`src/rtl/cfg_loader_pkg.sv`:
```
// ============================================================================
// Module      : cfg_loader_pkg
// Description : Shared types and helpers for the configuration scan-chain
//               loader: FSM state encoding and a word-count helper.
// Revision    : 1.0 - initial release
// ============================================================================
`default_nettype none

package cfg_loader_pkg;

    // Loader FSM states
    typedef enum logic [1:0] {
        ST_IDLE = 2'd0,
        ST_LOAD = 2'd1,
        ST_DONE = 2'd2
    } state_t;

    // Number of configuration words needed to fill a chain of chain_len bits
    // with words of word_w bits (the last word may be only partly shifted).
    function automatic int words_needed(input int chain_len, input int word_w);
        return (chain_len + word_w - 1) / word_w;
    endfunction

endpackage : cfg_loader_pkg

`default_nettype wire

```
`src/rtl/cfg_piso.sv`:
```
// ============================================================================
// Module      : cfg_piso
// Description : WORD_W-bit parallel-in / serial-out hold register, MSB first.
//               Tracks how many bits of the held word remain to be shifted.
// Ports       : clk, rst        - clock, asynchronous active-high reset
//               load, load_data - capture a new word, bits_left = WORD_W
//               shift           - shift left by one when bits remain
//               flush           - discard the held word (highest priority)
//               msb             - bit currently presented to the chain
//               bits_left       - bits of the held word not yet shifted
// Revision    : 1.0 - initial release
// ============================================================================
`default_nettype none

module cfg_piso #(
    parameter int WORD_W = 8,
    parameter int BL_W   = $clog2(WORD_W + 1)
) (
    input  logic              clk,
    input  logic              rst,
    input  logic              load,
    input  logic              shift,
    input  logic              flush,
    input  logic [WORD_W-1:0] load_data,
    output logic              msb,
    output logic [BL_W-1:0]   bits_left
);

    localparam logic [BL_W-1:0] c_full = BL_W'(WORD_W);
    localparam logic [BL_W-1:0] c_one  = BL_W'(1);

    logic [WORD_W-1:0] r_hold;
    logic [BL_W-1:0]   r_bits_left;

    always_ff @(posedge clk or posedge rst) begin
        if (rst) begin
            r_hold      <= '0;
            r_bits_left <= '0;
        end else if (flush) begin
            r_hold      <= '0;
            r_bits_left <= '0;
        end else if (load) begin
            r_hold      <= load_data;
            r_bits_left <= c_full;
        end else if (shift && (r_bits_left != '0)) begin
            r_hold      <= r_hold << 1;
            r_bits_left <= r_bits_left - c_one;
        end
    end

    assign msb       = r_hold[WORD_W-1];
    assign bits_left = r_bits_left;

endmodule : cfg_piso

`default_nettype wire

```
`src/rtl/cfg_chain_loader.sv`:
```
// ============================================================================
// Module      : cfg_chain_loader
// Description : Feeds the interconnect configuration scan chain. Accepts
//               words over valid/ready, shifts them MSB-first onto the chain
//               for exactly CHAIN_LEN bits, then releases config-enable.
// Ports       : clk, rst  - clock, asynchronous active-high reset
//               start     - begin a load (IDLE only)
//               abort     - cancel a load in progress
//               in_data / in_valid / in_ready - configuration word stream
//               cfg_en    - chain config_en, high for the whole load
//               cfg_shift - chain shift enable, one bit per cycle
//               cfg_data  - chain serial input
//               busy      - load in progress
//               done      - one-cycle pulse on successful completion
//               err       - sticky abort flag, cleared by accepted start
// Revision    : 1.0 - initial release
// ============================================================================
`default_nettype none

module cfg_chain_loader
    import cfg_loader_pkg::*;
#(
    parameter int WORD_W    = 8,
    parameter int CHAIN_LEN = 48,
    parameter int CNT_W     = $clog2(CHAIN_LEN + 1)
) (
    input  logic              clk,
    input  logic              rst,
    input  logic              start,
    input  logic              abort,
    input  logic [WORD_W-1:0] in_data,
    input  logic              in_valid,
    output logic              in_ready,
    output logic              cfg_en,
    output logic              cfg_shift,
    output logic              cfg_data,
    output logic              busy,
    output logic              done,
    output logic              err
);

    localparam int               c_bl_w = $clog2(WORD_W + 1);
    localparam logic [CNT_W-1:0] c_last = CNT_W'(CHAIN_LEN - 1);
    localparam logic [CNT_W-1:0] c_one  = CNT_W'(1);

    state_t            r_state;
    state_t            w_state_nxt;
    logic [CNT_W-1:0]  r_shifted;
    logic              r_err;
    logic [c_bl_w-1:0] w_bits_left;
    logic              w_msb;
    logic              w_empty;
    logic              w_begin;
    logic              w_last_shift;
    logic              w_piso_load;
    logic              w_piso_flush;

    assign w_empty      = (w_bits_left == '0);
    assign w_begin      = (r_state == ST_IDLE) && start;
    // The terminal test uses the count before this shift, so the counter
    // tops out at CHAIN_LEN and never wraps.
    assign w_last_shift = cfg_shift && (r_shifted == c_last);

    // ------------------------------------------------------------------
    // FSM: state register
    // ------------------------------------------------------------------
    always_ff @(posedge clk or posedge rst) begin
        if (rst) begin
            r_state <= ST_IDLE;
        end else begin
            r_state <= w_state_nxt;
        end
    end

    // ------------------------------------------------------------------
    // FSM: next state and outputs
    // ------------------------------------------------------------------
    always_comb begin
        w_state_nxt = r_state;
        in_ready    = 1'b0;
        cfg_en      = 1'b0;
        cfg_shift   = 1'b0;
        busy        = 1'b0;
        done        = 1'b0;
        unique case (r_state)
            ST_IDLE: begin
                if (start) begin
                    w_state_nxt = ST_LOAD;
                end
            end
            ST_LOAD: begin
                cfg_en    = 1'b1;
                busy      = 1'b1;
                in_ready  = w_empty;
                cfg_shift = !w_empty;
                // Abort takes precedence over the final shift.
                if (abort) begin
                    w_state_nxt = ST_IDLE;
                end else if (!w_empty && (r_shifted == c_last)) begin
                    w_state_nxt = ST_DONE;
                end
            end
            ST_DONE: begin
                done        = 1'b1;
                w_state_nxt = ST_IDLE;
            end
            default: begin
                w_state_nxt = ST_IDLE;
            end
        endcase
    end

    assign cfg_data = cfg_shift & w_msb;

    // ------------------------------------------------------------------
    // Hold register control. The word is flushed on abort and on the
    // final shift, so leftover low bits of a truncated word are dropped.
    // ------------------------------------------------------------------
    assign w_piso_load  = in_valid && in_ready && !abort;
    assign w_piso_flush = w_begin || (busy && abort) || w_last_shift;

    cfg_piso #(
        .WORD_W (WORD_W),
        .BL_W   (c_bl_w)
    ) u_piso (
        .clk       (clk),
        .rst       (rst),
        .load      (w_piso_load),
        .shift     (cfg_shift),
        .flush     (w_piso_flush),
        .load_data (in_data),
        .msb       (w_msb),
        .bits_left (w_bits_left)
    );

    // ------------------------------------------------------------------
    // Shifted-bit counter and sticky error flag
    // ------------------------------------------------------------------
    always_ff @(posedge clk or posedge rst) begin
        if (rst) begin
            r_shifted <= '0;
            r_err     <= 1'b0;
        end else begin
            if (w_begin) begin
                r_shifted <= '0;
            end else if (cfg_shift && !abort) begin
                r_shifted <= r_shifted + c_one;
            end

            if (w_begin) begin
                r_err <= 1'b0;
            end else if (busy && abort) begin
                r_err <= 1'b1;
            end
        end
    end

    assign err = r_err;

endmodule : cfg_chain_loader

`default_nettype wire

```
`config.mk`:
```
export PLATFORM = sky130hd
export DESIGN_NAME = cfg_chain_loader
export DESIGN_NICKNAME = d
export VERILOG_FILES = /design/src/rtl/cfg_loader_pkg.sv /design/src/rtl/cfg_piso.sv /design/src/rtl/cfg_chain_loader.sv
export SDC_FILE = /design/constraint.sdc
export NUM_CORES = 1
export LEC_CHECK = 0
export ABC_AREA = 0
export ABC_CLOCK_PERIOD_IN_PS = 2009
export CORE_MARGIN = 4
export CORE_UTILIZATION = 46
export CTS_CLUSTER_SIZE = 12
export DETAILED_ROUTE_END_ITERATION = 16
export HOLD_SLACK_MARGIN = 0.08
export PLACE_DENSITY = 0.83
export SETUP_SLACK_MARGIN = 0.1
export SYNTH_ARGS = -nofsm -noshare
export SYNTH_HDL_FRONTEND = slang
export SYNTH_SLANG_ARGS = --single-unit
```
`constraint.sdc`:
```
create_clock -name clk -period 2.01 [get_ports clk]
set_input_delay 0.201 -clock clk [delete_from_list [all_inputs] [get_ports clk]]
set_output_delay 0.201 -clock clk [all_outputs]
set_load 0.02 [all_outputs]
```
==> flow_summary.ini <==
[place]
dpl_worst_slack_ns = -0.0749
io_buffers = 19
dp_cells = 169
dp_hpwl_microns = 1880
place.gp.congestion = 0.831

[critical_path]
max_stage_delay_ns = 0.44
crit_family = simple AND/OR/NAND/NOR gates
cpMaxStageDelayCell = or3b_4
cp.required_ns = 2.20
cp_max_fo = 9
crit_type = flop to flop
cp_num_buf_inv = 2
cp.arrival_ns = 2.14
cp_cell_sequence = inv_1, ha_2, or3b_4, nor4b_4, buf_12, mux2i_2, o21ai_1
crit_path_start_kind = flop
endpoint_kind = flop

[power_and_ir_drop]
ir_worst_vdd_uv = 488
leakage_nw = 0.674
power_mw = 1.30
p_per_area_nw_per_um2 = 857

[clocking]
cts-hold-fix-buffers = 0
cts_sinks = 21
cts_buffers = 3
cts_tree = yes
cts_max_path_buffers = 2
clk_pin_slew_ns = 0.11
clock_latency_ns = 0.29
cts_max_level = 1
clockRootBuffer = clkbuf_4

[die]
initial_core_util_pct = 49.7
die_y_microns = 57.8
die-area_sq_um = 3340
die_w_microns = 57.8
io_pins = 20
rows = 17
coreArea_sq_um = 2300

[hold_path]
min_path_type = input pin to async pin

[cells_and_area]
seq_area_sq_um = 526
area_delta_synth_final_pct = 33.2
drive_above_1_share_pct = 24.0
final_cell_mix = 21 x dfrtp_1, 18 x nand2_1, 18 x buf_4
nets = 167
fin_util_pct = 66.2
final_common_cell = dfrtp_1
multiInputGateArea_sq_um = 591
stdcell_count = 178
antenna_cells = 0
n_fill_cell = 169

[sta]
finalSetupViolations = 0
fmax_mhz = 512
worst_pin_slew_ns = 0.456
min_period_ns = 1.95
rsz0062_at_grt = true
finalCritPeriodShare_pct = 97.2
finalMaxSlewViolations = 0
fin_ws_ns = 0.0566
relSlewSlack_pct = 69.2
fin_skew_ns = 0.00436
hold_viol = 0

[synthesis]
synthDistinctLibCells = 36
syn_nets = 130
avgSynthCellArea_sq_um = 10.0
synthCells = 114
ys_warn_count = 0
yosysSeqAreaShare_pct = 46.0
synth_seq_cells = 21
synthesis.area_sq_um = 1140

[global_route]
grt_pass1_vias = 925
antenna_found_initial = 0
grt_max_degree = 22
grt_pass1_wl_microns = 4320
grt_overflow = 0
gr-usage-all-layers_pct = 16.5

[route]
drtPass1Iterations = 7
drt-total-wl_microns = 2690
routed_via_density = 5.71
drc = 0
wl_per_cell_microns = 15.1
first_iter_violations = 33
num_vias = 1017
antenna_left = 0

[job]
drv_cap = 0

[run_status]
status = finished clean
worst register-to-register path, stage by stage (launching register included):
cell and delay [ns]:
dfrtp_1 0.39, inv_1 0.08, ha_2 0.18, or3b_4 0.44, nor4b_4 0.28, buf_12 0.18, mux2i_2 0.22, o21ai_1 0.08
cell usage after synthesis, drive strengths merged:
cell	count	share of area, %
dfrtp	21	46
xor2	2	1.5
o21ai	8	3.8
or3	1	0.66
a22o	1	0.77
o211ai	2	1.3
nand2	19	6.5
nor3	1	0.44
nand4	2	1.1
nor2	7	2.3
a21oi	3	1.3
a32o	1	0.88
and3	2	1.2
nor3b	3	2.0
mux2i	8	7.0
inv	6	2.0
and2b	1	0.77
nand2b	1	0.55
nor4b	1	2.1
o311ai	1	0.77
o22ai	1	0.55
nor2b	1	0.55
buf	4	3.6
o2111ai	1	1.3
ha	3	3.3
and4b	1	0.88
a31oi	1	0.55
a211o	1	0.77
o31ai	4	2.6
nand3	5	2.2
or3b	1	0.77
flip-flops by register name, indices dropped and copies added, names as in the netlist:
name and flops:
err 1, r_shifted 6, u_piso.bits_left 4, u_piso.r_hold 8, r_state 2
per-layer routing:
layer / vias to the layer above / track usage [%] / share of wire [%]
li1: 483 / - / -
met4: 0 / 6.29 / 2.9
met1: 480 / 21.0 / 41
met3: 14 / 3.12 / 6.4
met2: 40 / 27.7 / 50
met5: - / 0 / 0
report_power, final:
| part | internal (mW) | switching [mW] |
|---|---|---|
| logic | 0.286 | 0.311 |
| registers | 0.470 | 0.0412 |
| clock network | 0.0771 | 0.120 |
| total | 0.833 | 0.471 |
what timing repair did:
action,CTS,global route
pin swaps,0,1
buffers inserted,2,3
resized for setup,15,7
setup endpoints to repair,15,9
area by class of cell:
| cell class | count | share of cell area, % |
|---|---|---|
| multi-input cells | 83 | 38.8 |
| flip-flops and latches | 21 | 34.5 |
| repair buffers | 36 | 21.1 |
| well taps | 28 | 2.30 |
| clock buffers | 4 | 1.73 |
| inverters | 6 | 1.48 |
final timing paths:
check	from	endpoint	cells after the start	slack (ns)
setup reg to reg	u_piso.bits_left[1]$_DFFE_PP0P_	u_piso.r_hold[1]$_DFFE_PP0P_	7	0.06
setup / recovery	u_piso.bits_left[1]$_DFFE_PP0P_	u_piso.r_hold[1]$_DFFE_PP0P_	7	0.06
hold / removal	rst	u_piso.bits_left[2]$_DFFE_PP0P_	3	0.22
hold reg to reg	r_shifted[5]$_DFFE_PP0P_	r_shifted[5]$_DFFE_PP0P_	1	0.49
max in group asynchronous	rst	u_piso.r_hold[5]$_DFFE_PP0P_	3	1.57
min in group clk	r_shifted[5]$_DFFE_PP0P_	r_shifted[5]$_DFFE_PP0P_	1	0.49
cells by family (layout without fill, tap and decap cells):
logic type / Yosys count / after routing / share of synthesized area [%]
AOI/OAI and AO/OA: 24 / 24 / 14.7
xor gates and xnor gates: 2 / 2 / 1.53
adders and majority gates: 3 / 3 / 3.29
buffers and inverters: 10 / 46 / 5.59
DFF: 21 / 21 / 46.0
muxes: 8 / 8 / 7.01
and+or+nand+nor: 46 / 46 / 21.9
per-stage QoR:
stage	hold WS [ns]	TNS (ns)	instance area, sq um
final	0.216	0	1520
after global routing	0.232	0	1520
after CTS	0.224	0	1480
after detailed placement	0.471	-0.140	1430
after global placement	0.462	0	1430
after floorplan	0.178	0	1140
Note: power is estimated with default switching activity, not from simulation.
